--- config.mk ---
export PLATFORM = sky130hd
export DESIGN_NAME = pwm_led_bank
export DESIGN_NICKNAME = d
export VERILOG_FILES = /design/src/rtl/pwm_led_pkg.sv /design/src/rtl/pwm_led_channel.sv /design/src/rtl/pwm_led_bank.sv
export SDC_FILE = /design/constraint.sdc
export NUM_CORES = 1
export LEC_CHECK = 0
export CORE_MARGIN = 8
export CORE_UTILIZATION = 55
export CTS_BUF_LIST = sky130_fd_sc_hd__clkbuf_4 sky130_fd_sc_hd__clkbuf_8
export CTS_CLUSTER_DIAMETER = 30
export DETAILED_ROUTE_END_ITERATION = 7
export GPL_TIMING_DRIVEN = 0
export PLACE_DENSITY = 0.72
export SETUP_SLACK_MARGIN = 0.02
export SLEW_MARGIN = 20
export SYNTH_ARGS = -nofsm -noshare
export SYNTH_HDL_FRONTEND = slang
export SYNTH_HIERARCHICAL = 1
export SYNTH_SLANG_ARGS = --single-unit
export TNS_END_PERCENT = 10
--- constraint.sdc ---
create_clock -name clk -period 5.8 [get_ports clk]
set_input_delay 1.16 -clock clk [delete_from_list [all_inputs] [get_ports clk]]
set_output_delay 1.16 -clock clk [all_outputs]
set_load 0.05 [all_outputs]
--- src/rtl/pwm_led_pkg.sv ---
// Shared types for the PWM LED bank: channel modes and the BREATHE thermometer stepper.
package pwm_led_pkg;

   typedef enum logic [2:0] {
      OFF     = 3'd0,
      ON      = 3'd1,
      FIXED   = 3'd2,
      BREATHE = 3'd3,
      BLINK   = 3'd4
   } mode_e;

   localparam int unsigned MAX_DUTY_BITS = 16;
   localparam logic        DIR_UP        = 1'b0;
   localparam logic        DIR_DOWN      = 1'b1;

   typedef struct packed {
      logic [MAX_DUTY_BITS-1:0] t;
      logic                     dir;
   } therm_t;

   // mask marks the live thermometer width; bits of t above it are always zero.
   function automatic therm_t therm_step(input logic [MAX_DUTY_BITS-1:0] t,
                                         input logic                     dir,
                                         input logic [MAX_DUTY_BITS-1:0] mask);
      therm_t nxt;
      nxt.t   = t;
      nxt.dir = dir;
      if (dir == DIR_UP) begin
         if (t == mask) begin
            nxt.t   = t >> 1;
            nxt.dir = DIR_DOWN;
         end else begin
            nxt.t = {t[MAX_DUTY_BITS-2:0], 1'b1} & mask;
         end
      end else begin
         if (t == '0) begin
            nxt.t   = MAX_DUTY_BITS'(1);
            nxt.dir = DIR_UP;
         end else begin
            nxt.t = t >> 1;
         end
      end
      return nxt;
   endfunction

endpackage

--- src/rtl/pwm_led_channel.sv ---
// One LED channel: mode/level registers, BREATHE and BLINK sequencing, shadowed duty and
// the registered pin driver.
module pwm_led_channel
   import pwm_led_pkg::*;
#(
   parameter int unsigned DUTY_BITS   = 8,
   parameter int unsigned BLINK_STEPS = 4,
   parameter bit          ACTIVE_LOW  = 1'b1
) (
   input  logic                 clk,
   input  logic                 rst,
   input  logic [DUTY_BITS-1:0] phase,
   input  logic                 wrap,
   input  logic                 step_tick,
   input  logic                 we,
   input  logic [2:0]           mode,
   input  logic [DUTY_BITS-1:0] level,
   output logic                 led
);

   localparam int unsigned          BC_BITS = (BLINK_STEPS > 1) ? $clog2(BLINK_STEPS) : 1;
   localparam logic [BC_BITS-1:0]   BC_LAST = BC_BITS'(BLINK_STEPS - 1);
   localparam logic [DUTY_BITS-1:0] T_FULL  = '1;

   mode_e                mode_q, mode_d;
   logic [DUTY_BITS-1:0] level_q, level_d;
   logic [DUTY_BITS-1:0] t_q, t_d;
   logic                 dir_q, dir_d;
   logic [BC_BITS-1:0]   bcnt_q, bcnt_d;
   logic                 blit_q, blit_d;
   logic [DUTY_BITS-1:0] eff_q, eff_d;
   logic                 led_q, led_d;
   logic [DUTY_BITS-1:0] target;
   logic                 lit;
   therm_t               therm_nxt;

   assign therm_nxt = therm_step(MAX_DUTY_BITS'(t_q), dir_q, MAX_DUTY_BITS'(T_FULL));

   if (DUTY_BITS < MAX_DUTY_BITS) begin : g_therm_hi
      logic unused_therm_hi;
      assign unused_therm_hi = |therm_nxt.t[MAX_DUTY_BITS-1:DUTY_BITS];
   end

   // A write restarts the sequencers and takes priority over a coincident step tick.
   always_comb begin
      mode_d  = mode_q;
      level_d = level_q;
      t_d     = t_q;
      dir_d   = dir_q;
      bcnt_d  = bcnt_q;
      blit_d  = blit_q;
      if (we) begin
         mode_d  = mode_e'(mode);
         level_d = level;
         t_d     = '0;
         dir_d   = DIR_UP;
         bcnt_d  = '0;
         blit_d  = 1'b1;
      end else if (step_tick) begin
         if (mode_q == BREATHE) begin
            t_d   = therm_nxt.t[DUTY_BITS-1:0];
            dir_d = therm_nxt.dir;
         end
         if (mode_q == BLINK) begin
            if (bcnt_q == BC_LAST) begin
               bcnt_d = '0;
               blit_d = ~blit_q;
            end else begin
               bcnt_d = bcnt_q + 1'b1;
            end
         end
      end
   end

   // Codes 5..7 fall through to the default and behave as OFF.
   always_comb begin
      case (mode_q)
         ON:      target = '1;
         FIXED:   target = level_q;
         BREATHE: target = t_q;
         BLINK:   target = blit_q ? level_q : '0;
         default: target = '0;
      endcase
   end

   assign eff_d = wrap ? target : eff_q;
   assign lit   = (mode_q == ON) || (eff_q > phase);
   assign led_d = lit ^ ACTIVE_LOW;
   assign led   = led_q;

   always_ff @(posedge clk or posedge rst) begin
      if (rst) begin
         mode_q  <= OFF;
         level_q <= '0;
         t_q     <= '0;
         dir_q   <= DIR_UP;
         bcnt_q  <= '0;
         blit_q  <= 1'b0;
         eff_q   <= '0;
         led_q   <= ACTIVE_LOW;
      end else begin
         mode_q  <= mode_d;
         level_q <= level_d;
         t_q     <= t_d;
         dir_q   <= dir_d;
         bcnt_q  <= bcnt_d;
         blit_q  <= blit_d;
         eff_q   <= eff_d;
         led_q   <= led_d;
      end
   end

endmodule

--- src/rtl/pwm_led_bank.sv ---
// Multi-channel LED brightness engine: shared PWM counter and step prescaler, config
// decode, and one pwm_led_channel per output with staggered PWM phase.
module pwm_led_bank
   import pwm_led_pkg::*;
#(
   parameter int unsigned CHANNELS    = 4,
   parameter int unsigned DUTY_BITS   = 8,
   parameter int unsigned STEP_BITS   = 23,
   parameter int unsigned BLINK_STEPS = 4,
   parameter bit          ACTIVE_LOW  = 1'b1,
   localparam int unsigned CH_BITS    = (CHANNELS > 1) ? $clog2(CHANNELS) : 1
) (
   input  logic                 clk,
   input  logic                 rst,
   input  logic                 cfg_we,
   input  logic [CH_BITS-1:0]   cfg_ch,
   input  logic [2:0]           cfg_mode,
   input  logic [DUTY_BITS-1:0] cfg_level,
   output logic [CHANNELS-1:0]  led,
   output logic                 step_tick
);

   localparam int unsigned STAGGER = (2 ** DUTY_BITS) / CHANNELS;

   logic [DUTY_BITS-1:0] pwm_cnt_q;
   logic [STEP_BITS-1:0] presc_q;
   logic                 wrap;

   always_ff @(posedge clk or posedge rst) begin
      if (rst) begin
         pwm_cnt_q <= '0;
         presc_q   <= '0;
      end else begin
         pwm_cnt_q <= pwm_cnt_q + 1'b1;
         presc_q   <= presc_q + 1'b1;
      end
   end

   assign wrap      = (pwm_cnt_q == '1);
   assign step_tick = (presc_q == '1);

   for (genvar i = 0; i < CHANNELS; i++) begin : g_ch
      logic [DUTY_BITS-1:0] phase;
      logic                 ch_we;

      // Spreading turn-on points across the period smooths the supply current.
      assign phase = pwm_cnt_q + DUTY_BITS'(i * STAGGER);
      assign ch_we = cfg_we && (cfg_ch == CH_BITS'(i));

      pwm_led_channel #(
         .DUTY_BITS   (DUTY_BITS),
         .BLINK_STEPS (BLINK_STEPS),
         .ACTIVE_LOW  (ACTIVE_LOW)
      ) u_ch (
         .clk       (clk),
         .rst       (rst),
         .phase     (phase),
         .wrap      (wrap),
         .step_tick (step_tick),
         .we        (ch_we),
         .mode      (cfg_mode),
         .level     (cfg_level),
         .led       (led[i])
      );
   end

endmodule
# == Yosys cells after proc, flatten, opt, wreduce, memory -nomap -nowiden ==
# Index checks and enable logic that the tools add are counted.
# W data, S select, Z words.
# word_totals
regBits,159
latch_bits,0
ramBits,0
mem_bits_ro,0
in_bits,16
n_memories,0
# classes
n_addsub,9
n_mul,0
n_div,0
magnitude_cmp,4
n_eq_ne,29
n_shift,0
mux,84
bitwise,8
reduce_logical,41
# ops
cell,n
$mux W8,20
$pmux W8 S4,4
$eq A8 B8 Y1 const B,5
$mux W1,36
$mux W9,4
$gt A8 B8 Y1,4
$logic_not A8 Y1,4
$mux W2,16
$reduce_bool A2 Y1,16
$mux W7,4
$eq A3 B2 Y1 const B,8
$add A23 B1 Y23 const B,1
$eq A23 B23 Y1 const B,1
$add A8 B8 Y8 const B,2
$reduce_and A2 Y1,8
$eq A2 B2 Y1 const B,6
$eq A3 B1 Y1 const B,4
$eq A3 B3 Y1 const B,4
$reduce_and A3 Y1,4
$add A2 B1 Y2 const B,4
$add A8 B1 Y8 const B,1
$add A8 B7 Y8 const B,1
$not A1 Y1,8
$logic_and A1 B1 Y1,4
3 further kinds,6

# == Longest topological paths before layout ==
# logic_depth
depth_word,6
depth_mapped,10
mapped_depth_nobuf,9

# == Modules after synthesis ==
# Netlist, hierarchy kept.
# modules_own_cells
mod,n_inst,cells_each,area_per_inst_um2,seq_area_each_um2
pwm_led_channel,4,163,1684.1,802.0
pwm_led_bank,1,119,1386.3,775.7

# == Worst setup path after synthesis ==
# OpenSTA, ideal clock, no wires.
# synth_timing
path_type,register -> output
start,reg presc_q[0]
end,out step_tick
arrival_ns,1.986
path_slack_ns,2.654
path_stages_with_launch,6
path_cell_list,dfrtp_1 > ha_1 > nand4_2 > nor3_4 > nand4_2 > nor2_1
# synth_via
elab_chain_cells,1
# synth_lines
item,line_no,text
from (decl),pwm_led_bank.sv:26,logic [STEP_BITS-1:0] presc_q;
from (signal assigned),pwm_led_bank.sv:35,presc_q <= presc_q + 1'b1;
$eq A23 B23 Y1,pwm_led_bank.sv:40,assign step_tick = (presc_q == '1);
to (decl),pwm_led_bank.sv:20,output logic step_tick
# Every way passes these cells.

# == Worst setup path in the final report ==
# layout_timing
start,reg presc_q[1]
end,out step_tick
# Same word-level chain as after synthesis.

==> qor.log <==
qor: grt.grt_pass1_wl 29600 um
qor: timing.final_max_slew_viol_count 0
qor: drt.drtAntennaViolNets 0
qor: grt.groute.usage.overall 20.0%
qor: clocking.cts_hold_buffers 0
qor: power.p_per_area 248 mW/mm^2
qor: drt.drt_pass1_iterations 7
qor: power.power.ir.vdd_worst 0.000161 V
qor: grt.use_met1 25.0%
qor: worst_hold_path.hp-start presc_q[0]
qor: timing.hold_ws 475 ps
qor: floorplanning.placeableCoreArea 0.0145 mm^2
qor: grt.grtUsageMet2 33.3%
qor: timing.finalSetupViolations 0
qor: power.finalPower 2220 uW
qor: synth.synth_compound_area_share 12.4%
qor: timing.layout_worst_path_cycle_share 81.7%
qor: synth.synth-xor-area-share 2.91%
qor: clocking.tritoncts built
qor: setup_path.cp_slowest_stage_delay 980 ps
qor: synth.synth_sequential_area_ratio 49.0%
qor: synth.postSynthAreaPerCell 10.5 um^2
qor: grt.grt_antenna_before_repair 0
qor: clocking.postCtsResizedCells 0
qor: setup_path.worst_setup_path_end_kind output pin
qor: synth.yosysUniqueCellTypes 43
qor: drt.via_per_inst 5.91
qor: synth.synth-seq-cells 159
qor: synth.multiplexer_fraction_of_the_synthesized_cell_area 8.93%
qor: floorplanning.core.rowCount 44
qor: floorplanning.die_span_in_x 138 um
qor: timing.slew-limit-headroom 23.5%
qor: floorplanning.start_util 56.1%
qor: timing.unrepaired_setup_endpoints_after_global_routing no
qor: clocking.ctsLongestPathBuffers 2
qor: drt.post-route-drc-count 0
qor: setup_path.critical_path_class reg -> out
qor: setup_path.timing.critical_path.from_type register
qor: place.place_congestion 0.863
qor: synth.synth_warnings 6
qor: grt.grt_pass1_vias 6016
qor: floorplanning.pin_count 21
qor: setup_path.reg2reg_from presc_q[1]
qor: timing.final_hold_viol_count 0
qor: grt.gr_ovfl_total 0
qor: timing.achievable-frequency 211 MHz
qor: synth.synthesized_net_count 826
qor: layout.area.growth.synth_to_final 10.0%
qor: setup_path.worst_ep_required_time 4640 ps
qor: drt.drtIter0Drc 348
qor: setup_path.cp_cell_sequence ha_1 -> nand4_2 -> nor3_4 -> nand4_2 -> nor2_1 -> clkdlybuf4s50_1
qor: clocking.worst_skew_pair.late_latency 450 ps
qor: worst_hold_path.hold_path.class reg -> reg
qor: layout.fraction_of_final_layout_cells_with_drive_strength_greater_than_1 14.5%
qor: drt.detailroute.via_count 5953
qor: timing.finalWorstPathRequiredPeriod 4740 ps
qor: layout.post-route-util 61.7%
qor: synth.post_synth_fa_ha_maj_area_fraction 6.01%
qor: run.max_cap_viol 0
qor: setup_path.arrival 3580 ps
qor: layout.num-fill-cells 1152
qor: timing.setup-tns-final 0 ps
qor: clocking.clock_tree.htree_level_count 4
qor: run_status.run_status completed
qor: setup_path.top_fanout_value_on_the_critical_path 9
qor: setup_path.crit_path_start presc_q[1]
qor: synth.largest_family_of_logic_cells_by_synthesized_area simple AND/OR/NAND/NOR gates
qor: grt.grt-busiest-layer met2
qor: layout.layout.nets 865
qor: drt.wire_per_inst 17.5 um
qor: timing.worst_slew_pin_slew 1140 ps
qor: clocking.clkSinkCount 159
qor: setup_path.cp_common_cell sky130_fd_sc_hd__nand4_2
qor: power.static_leakage 0.00410 uW
qor: place.io_buffers 20
qor: grt.pin_count_of_the_biggest_net_entering_global_routing 33
qor: synth.syn-instance-count 771
qor: synth.synth_simple_gate_area_share 15.1%
qor: clocking.clkTransAtPathRegs 80 ps
qor: place.dpl.hpwl 12600 um
qor: drt.routed_wl 17600 um
qor: clocking.cts_inserted_buffers 17
qor: setup_path.critical_path.slowest_cell sky130_fd_sc_hd__clkdlybuf4s50_1
qor: grt.met3_global_route_usage 4.78%
qor: synth.synth_area 0.00812 mm^2
qor: floorplanning.die_h 138 um
qor: clocking.cts_post_setup_buffers_inserted 0
qor: layout.antenna_cells_inserted 0
qor: timing.worst_clock_skew 14.3 ps
qor: clocking.clockRootBuffer sky130_fd_sc_hd__clkbuf_8
qor: floorplanning.design.die.area 0.0189 mm^2
==> flip-flops by register name (all words and copies together), names as in the netlist <==
signal	count
g_ch.u_ch/eff_q	32
g_ch.u_ch/level_q	32
g_ch.u_ch/t_q	32
presc_q	23
g_ch.u_ch/mode_q	12
g_ch.u_ch/bcnt_q	8
pwm_cnt_q	8
g_ch.u_ch/blit_q	4
g_ch.u_ch/dir_q	4
g_ch.u_ch/led	4
==> worst paths after layout <==
kind / end / depth (start not counted) / slack [ps]
worst min-delay path: presc_q[0] / 1 / 480
min in group asynchronous: pwm_cnt_q[5] / 2 / 1420
worst min register to register: presc_q[0] / 1 / 480
worst max-delay path: step_tick / 6 / 1060
max in group asynchronous: g_ch[1].u_ch/eff_q[2] / 2 / 3900
worst max register to register: g_ch[1].u_ch/t_q[2] / 10 / 2570
==> synthesized netlist by cell type (all sizes together) <==
cell type	number	area [um^2]
a211oi	32	240
a21o	4	30.0
a21oi	36	180
a221o	28	280
a31oi	4	25.0
a41o	4	40.0
a41oi	4	35.0
and2	1	6.26
and3	12	96.3
and4	5	43.8
buf	20	135
clkbuf	16	60.1
dfrtp	155	3880
dfstp	4	105
ha	39	488
inv	69	259
mux2	36	405
mux2i	32	320
nand2	31	116
nand2b	4	25.0
nand3	19	95.1
nand3b	4	30.0
nand4	20	153
nand4bb	4	45.0
nor2	94	383
nor3	29	156
nor3b	1	7.51
nor4	9	71.3
o21ai	20	115
o21bai	8	60.1
xnor2	20	175
xor2	7	61.3
==> critical path, delay by kind of cell (launching register included) <==
kind / cells / cell delay, ps
buf+inv: 1 / 980
simple gates: 4 / 1530
flops: 1 / 390
fa+ha+maj: 1 / 220
==> metal layers <==
metal | part of all wire (%) | up-vias
li1 | - | 2831
met1 | 43 | 2966
met2 | 50 | 134
met3 | 4.8 | 22
met4 | 1.8 | 0
met5 | 0 | -
==> area by class of cell <==
type	count	area (um^2)	area share [%]
sequential	159	3980	44.6
multi-input combinational	507	3680	41.2
inverter	69	259	2.90
buffer	36	195	2.18
tap	184	230	2.58
clock buffer	18	248	2.77
timing repair buffer	20	200	2.24
clock inverter	14	134	1.50
==> report_power, final <==
group / switching (uW) / leakage (uW) / total (uW) / internal, uW
Sequential: 45.9 / 0.00207 / 1220 / 1170
Clock: 429 / 0.000172 / 785 / 356
Combinational: 129 / 0.00186 / 214 / 84.9
==> cell usage in the layout (no fill, tap or decap), types with 8 or more instances in the layout <==
master / Yosys / final
sky130_fd_sc_hd__mux2_2: 36 / 36
sky130_fd_sc_hd__a211oi_1: 32 / 32
sky130_fd_sc_hd__o21ai_0: 16 / 16
sky130_fd_sc_hd__inv_1: 65 / 60
sky130_fd_sc_hd__xnor2_1: 20 / 20
sky130_fd_sc_hd__dfrtp_1: 155 / 155
sky130_fd_sc_hd__nand2_1: 31 / 31
sky130_fd_sc_hd__ha_1: 39 / 39
sky130_fd_sc_hd__buf_2: 12 / 12
sky130_fd_sc_hd__nor2_1: 90 / 90
sky130_fd_sc_hd__nand4_1: 17 / 17
sky130_fd_sc_hd__mux2i_1: 32 / 32
sky130_fd_sc_hd__clkbuf_8: 0 / 18
sky130_fd_sc_hd__nand3_1: 19 / 19
sky130_fd_sc_hd__nor4_1: 8 / 8
sky130_fd_sc_hd__o21bai_1: 8 / 8
sky130_fd_sc_hd__clkdlybuf4s50_1: 0 / 20
sky130_fd_sc_hd__nor3_1: 28 / 28
sky130_fd_sc_hd__a21oi_1: 36 / 36
sky130_fd_sc_hd__a221o_1: 28 / 28
sky130_fd_sc_hd__inv_2: 4 / 9
sky130_fd_sc_hd__clkbuf_1: 16 / 16
==> cell families after synthesis <==
| group | after synthesis |
|---|---|
| adders and majority gates | 39 |
| xor gates and xnor gates | 27 |
| and+or+nand+nor | 233 |
| AOI/OAI and AO/OA | 140 |
| DFF | 159 |
| buffers and inverters | 105 |
| muxes | 68 |
==> per-stage QoR <==
stage                     setup slack [ps]  instances  cell area, um^2
after floorplan                       2650        771             8120
after global placement                1580        975             8550
after detailed placement              1570        975             8550
after CTS                             1060       1007             8930
after global routing                   813       1007             8930
final                                 1060       1007             8930
Power figures use the tool's default switching activity.
